## config.mk

```make
export PLATFORM = sky130hd
export DESIGN_NAME = instr_fetch_sequencer
export DESIGN_NICKNAME = d
export VERILOG_FILES = /design/src/rtl/instr_fetch_sequencer.sv
export SDC_FILE = /design/constraint.sdc
export NUM_CORES = 1
export LEC_CHECK = 0
export ABC_AREA = 1
export CORE_AREA = 2 2 76 85
export DETAILED_ROUTE_END_ITERATION = 12
export DIE_AREA = 0 0 78 87
export PLACE_DENSITY = 0.83
export SLEW_MARGIN = 20
export SYNTH_ARGS = -nofsm -noshare
export SYNTH_HDL_FRONTEND = slang
export SYNTH_SLANG_ARGS = --single-unit
```

## constraint.sdc

```tcl
create_clock -name clk -period 4.2 [get_ports clk]
set_clock_uncertainty 0.05 [all_clocks]
set_input_delay 0.63 -clock clk [delete_from_list [all_inputs] [get_ports clk]]
set_output_delay 0.63 -clock clk [all_outputs]
set_load 0.1 [all_outputs]
```

## src/rtl/instr_fetch_sequencer.sv

```systemverilog
// -----------------------------------------------------------------------------
// instr_fetch_sequencer
//
// Fetches two-word instructions (opcode, operand) from a ROM with one cycle of
// read latency. It holds them stable for the RAM/REG/PC consumers and issues
// one-cycle read/write strobes decoded from opcode[15:8]. It owns the program
// counter, including PC_OP jumps (select 4'h7) whose target arrives on the RAM
// read_data bus. Each instruction takes four cycles: FOP, FARG, DEC, EXEC.
//
// Ports
//   clk           in   system clock, all state on rising edge
//   reset         in   synchronous, active-high; wins over every other event
//   run           in   level; 0 stops at the next instruction boundary
//   rom_addr      out  ROM word address (pc, or pc+1 while fetching operand)
//   rom_data      in   ROM read data, valid one cycle after rom_addr
//   pc_load_data  in   RAM read_data bus, jump target for PC_OP
//   opcode        out  registered current opcode
//   operand       out  registered current operand
//   read_enable   out  one-cycle strobe in S_EXEC
//   write_enable  out  one-cycle strobe in S_EXEC
//   pc            out  address of the current instruction's opcode word
//   busy          out  1 in any state except S_IDLE / S_HALT
//   halted        out  1 in S_HALT (sticky until reset)
//   instr_count   out  retired instruction count, wraps
// -----------------------------------------------------------------------------
module instr_fetch_sequencer #(
   parameter int                    DATA_WIDTH = 16,
   parameter int                    ADDR_W     = 8,
   parameter logic [DATA_WIDTH-1:0] HALT_WORD  = 16'hFFFF
) (
   input  logic                  clk,
   input  logic                  reset,
   input  logic                  run,
   output logic [ADDR_W-1:0]     rom_addr,
   input  logic [DATA_WIDTH-1:0] rom_data,
   input  logic [DATA_WIDTH-1:0] pc_load_data,
   output logic [DATA_WIDTH-1:0] opcode,
   output logic [DATA_WIDTH-1:0] operand,
   output logic                  read_enable,
   output logic                  write_enable,
   output logic [ADDR_W-1:0]     pc,
   output logic                  busy,
   output logic                  halted,
   output logic [15:0]           instr_count
);

   typedef enum logic [2:0] {
      S_IDLE,
      S_FOP,
      S_FARG,
      S_DEC,
      S_EXEC,
      S_HALT
   } state_t;

   state_t                state, state_nxt;
   logic [ADDR_W-1:0]     pc_nxt;
   logic [DATA_WIDTH-1:0] opcode_nxt, operand_nxt;
   logic [15:0]           count_nxt;

   // Decode of opcode[15:8]: select in the upper nibble, operation below it.
   logic [7:0] op_hi;
   logic       dec_write, dec_read, dec_jump;

   assign op_hi     = opcode[DATA_WIDTH-1 -: 8];
   assign dec_jump  = (op_hi[7:4] == 4'h7);
   assign dec_write = (op_hi == 8'h41) || (op_hi == 8'h31) ||
                      (op_hi == 8'h91) || (op_hi == 8'h32);
   assign dec_read  = (op_hi == 8'h42) || (op_hi == 8'h92) ||
                      (op_hi == 8'h32) || dec_jump;

   // Only the low ADDR_W bits of the RAM bus form a jump target.
   logic unused_pc_load_hi;
   assign unused_pc_load_hi = ^pc_load_data[DATA_WIDTH-1:ADDR_W];

   assign busy   = (state != S_IDLE) && (state != S_HALT);
   assign halted = (state == S_HALT);

   // NOTE: every signal driven here gets a default first, so no path through
   // the case statement can leave one unassigned and infer a latch.
   always_comb begin
      state_nxt    = state;
      pc_nxt       = pc;
      opcode_nxt   = opcode;
      operand_nxt  = operand;
      count_nxt    = instr_count;
      rom_addr     = pc;
      read_enable  = 1'b0;
      write_enable = 1'b0;

      unique case (state)
         S_IDLE: begin
            if (run) state_nxt = S_FOP;
         end
         S_FOP: begin
            state_nxt = S_FARG;
         end
         S_FARG: begin
            // rom_data now holds ROM[pc]; request the operand word.
            opcode_nxt = rom_data;
            rom_addr   = pc + ADDR_W'(1);
            state_nxt  = S_DEC;
         end
         S_DEC: begin
            operand_nxt = rom_data;
            state_nxt   = (opcode == HALT_WORD) ? S_HALT : S_EXEC;
         end
         S_EXEC: begin
            write_enable = dec_write;
            read_enable  = dec_read;
            pc_nxt       = dec_jump ? pc_load_data[ADDR_W-1:0] : pc + ADDR_W'(2);
            count_nxt    = instr_count + 16'd1;
            state_nxt    = run ? S_FOP : S_IDLE;
         end
         S_HALT: begin
            state_nxt = S_HALT;
         end
         default: begin
            state_nxt = S_IDLE;
         end
      endcase
   end

   // NOTE: state registers use non-blocking assignments so every flop samples
   // the pre-edge values, independent of statement order.
   always_ff @(posedge clk) begin
      if (reset) begin
         state       <= S_IDLE;
         pc          <= '0;
         opcode      <= '0;
         operand     <= '0;
         instr_count <= '0;
      end else begin
         state       <= state_nxt;
         pc          <= pc_nxt;
         opcode      <= opcode_nxt;
         operand     <= operand_nxt;
         instr_count <= count_nxt;
      end
   end

endmodule

```

==> results.md <==
* DR WL/cell at 12.7 µm
* Maximum fanout along the worst path at 11
* Placed Instances at 545
* Run status: finished clean
* Leading area contributor after synthesis: dfxtp_1
* FF-to-FF path depth at 5
* Fin Hold WS at 415 ps
* Cell Chain, Critical Path: nor2_2, nand2_2, inv_6, nand2_1, nand2_1, clkdlybuf4s50_1
* Setup-failing EPs final at 0
* CTS root buffer: clkbuf_8
* CTS Buffer Depth at 2
* Yosys top cell area share at 43.6%
* Number of vias per cell at 4.97
* Layout area overhead at 44.8%
* DRT iter0 DRCs at 112
* Initial antenna violation count at 0
* Max Cap Violations at 0
* Pin count of the biggest net entering global routing at 38
* Final WL at 7120 µm
* Drt pass-1 iters at 4
* Syn. warnings at 0
* Max Clock Freq at 297 MHz
* Unrepaired setup endpoints after global routing: no
* Leak at 1.53 nW
* Peak VDD IR at 0.000402 V
* Post-CTS sizing at 0
* CP top delay family: buffers and inverters
* Die Wd at 78 µm
* Internal reg-to-reg setup slack at 2400 ps
* PD cells at 506 mW/mm²
* Synth async-reset ratio at 0%
* Most frequent CP cell: nand2_1
* Final antenna-violating net count at 0
* CTS buffer count at 9
* Rel. slew slack at 33.0%
* Min-delay worst type: flop to flop
* Worst Path Arrival at 2680 ps
* CP Launch Type: flop
* Setup bufs post-CTS at 0
* Synth Cell Area at 0.00271 mm²
* Worst hold path depth at 2
* CP Capture Type: output port
* Worst Path Buf+Inv at 2
* CP peak stage delay at 1130 ps
* Worst-path clk slew at 60 ps
* Die area at 0.00679 mm²
* FF-to-FF Start: state[1]
* Predominant post-synthesis flop cell: dfxtp_1
* Fin cells at 561
* Clock latency on the worst-skew pair at 340 ps
* RePlAce Congestion at 0.839
* CTS tree: built
* Crit share post-route at 80.1%
* Critical-path top delay cell: clkdlybuf4s50_1
* CORE AREA at 0.00601 mm²
* Syn Nets at 421
* Least-Margin Pin Slew at 1000 ps
* Starting density of the core at 45.1%
* Worst Path Required at 3520 ps
* Final WS setup at 836 ps
* Seq cells post-synth at 59
* Drc violations at 0
* Layout cells sized above 1 at 7.69%
* Final slew viol count at 0
* Global-route wire length before repair at 11800 µm
* Setup TNS Final at 0 ps
* Register area share after synthesis at 43.6%
* DP Worst Slack at 1200 ps
* Largest cells by area after synthesis: dfxtp_1, nor2_1, nand2_1
* Hold_buf cts at 0
* RR Endpoint: operand[11]
* Synth Instances at 383
* # IOs at 103
* CTS Sinks at 59
* Critical path endpoint: read_enable
* Syn_area_per_cell at 7.07 µm²
* Post-DP HPWL at 5160 µm
* H-tree depth at 3
* NumNets Final at 514
* Vias in the first global route at 2657
* Critical Path Source: state[1]
* Port Buffers at 94
* Netlist cell types at 29
* Tmin final at 3360 ps
* Overall routing resource usage at 21.9%
* Final Hold Fails at 0
* Crit Path Category: flop to output port
* Crit path depth at 6
* Total number of vias at 2786
* EDFF count, synth at 0
* Global route overflow at 0
* Diode count at 0
* Rows at 30
* Post-route total power at 0.00199 W
* Die Y at 87 µm
-- synthesized netlist by cell type (all sizes together), types with 5 or more instances --
library cell and number:
clkbuf 6, a21oi 31, nand4 5, xor2 5, buf 7, nor3 11, dfxtp 59, o21ai 48
nor2 68, inv 52, nand3 21, nand2 54
-- flip-flops by register name, indices dropped and copies added (netlist names) --
signal / count
opcode: 16
operand: 16
instr_count: 16
pc: 8
state: 3
-- cells in the final DEF (no fill, tap or decap), types with 3 or more instances in the layout --
cell             instances
inv_2                    5
bufinv_16                3
clkdlybuf4s50_1         88
a31oi_1                  3
buf_4                    7
ha_1                     3
xnor2_1                  3
nor2_1                  62
xor2_1                   5
nand4_1                  5
nor2_2                   4
o21ai_1                 19
nand3_1                 19
nand2_1                 52
nor3_1                  11
inv_1                   46
o21ai_0                 29
clkbuf_8                10
a21oi_1                 31
dfxtp_1                 59
-- tightest hold or removal path: stages, from the launching register on --
cell and delay [ps]:
dfxtp_1 320, inv_1 50, a21oi_1 50
-- stage by stage --
step                util, %  cell area (µm²)
floorplan                 -             2710
global placement       61.3             3680
detailed placement     61.3             3680
CTS                    65.3             3920
global route           65.3             3920
finish                 65.3             3920
-- report_power, final --
group	leakage (nW)	internal, W	total, W	switching, W
Clock	0.117	0.000411	0.000634	0.000223
Sequential	0.479	0.000613	0.000653	0.0000397
Combinational	0.939	0.000154	0.000701	0.000547
Total	1.53	0.00118	0.00199	0.000809
-- worst min path at each step --
stage                          from         to  slack, ps
final                     opcode[1]  opcode[1]        420
after global routing      opcode[1]  opcode[1]        440
after floorplan            state[2]   state[1]        490
after detailed placement  opcode[1]  opcode[1]        410
after global placement    opcode[1]  opcode[1]        390
after CTS                 opcode[1]  opcode[1]        420
-- cells by family after synthesis --
| kind of cell | after synthesis | synth area share [%] |
|---|---|---|
| simple gates | 159 | 25.4 |
| compound gates | 89 | 17.3 |
| xor+xnor | 8 | 2.59 |
| fa+ha+maj | 3 | 1.39 |
| buf+inv | 65 | 9.65 |
| flops | 59 | 43.6 |
-- routing by layer --
metal / vias up / share of wire [%] / track usage (%)
li1: 1430 / - / -
met1: 1254 / 44 / 24.5
met2: 86 / 48 / 38.3
met3: 16 / 5.9 / 5.71
met4: 0 / 2.3 / 11.5
met5: - / 0 / 0
-- area by class of cell --
class / instances / area (µm²)
well taps: 80 / 100
clock inverters: 4 / 97.6
fillers: 532 / 2080
clock buffers: 12 / 145
flip-flops and latches: 59 / 1180
multi-input cells: 259 / 1270
repair buffers: 95 / 933
inverters: 52 / 200
No activity file was read; power rests on OpenSTA's default activity.
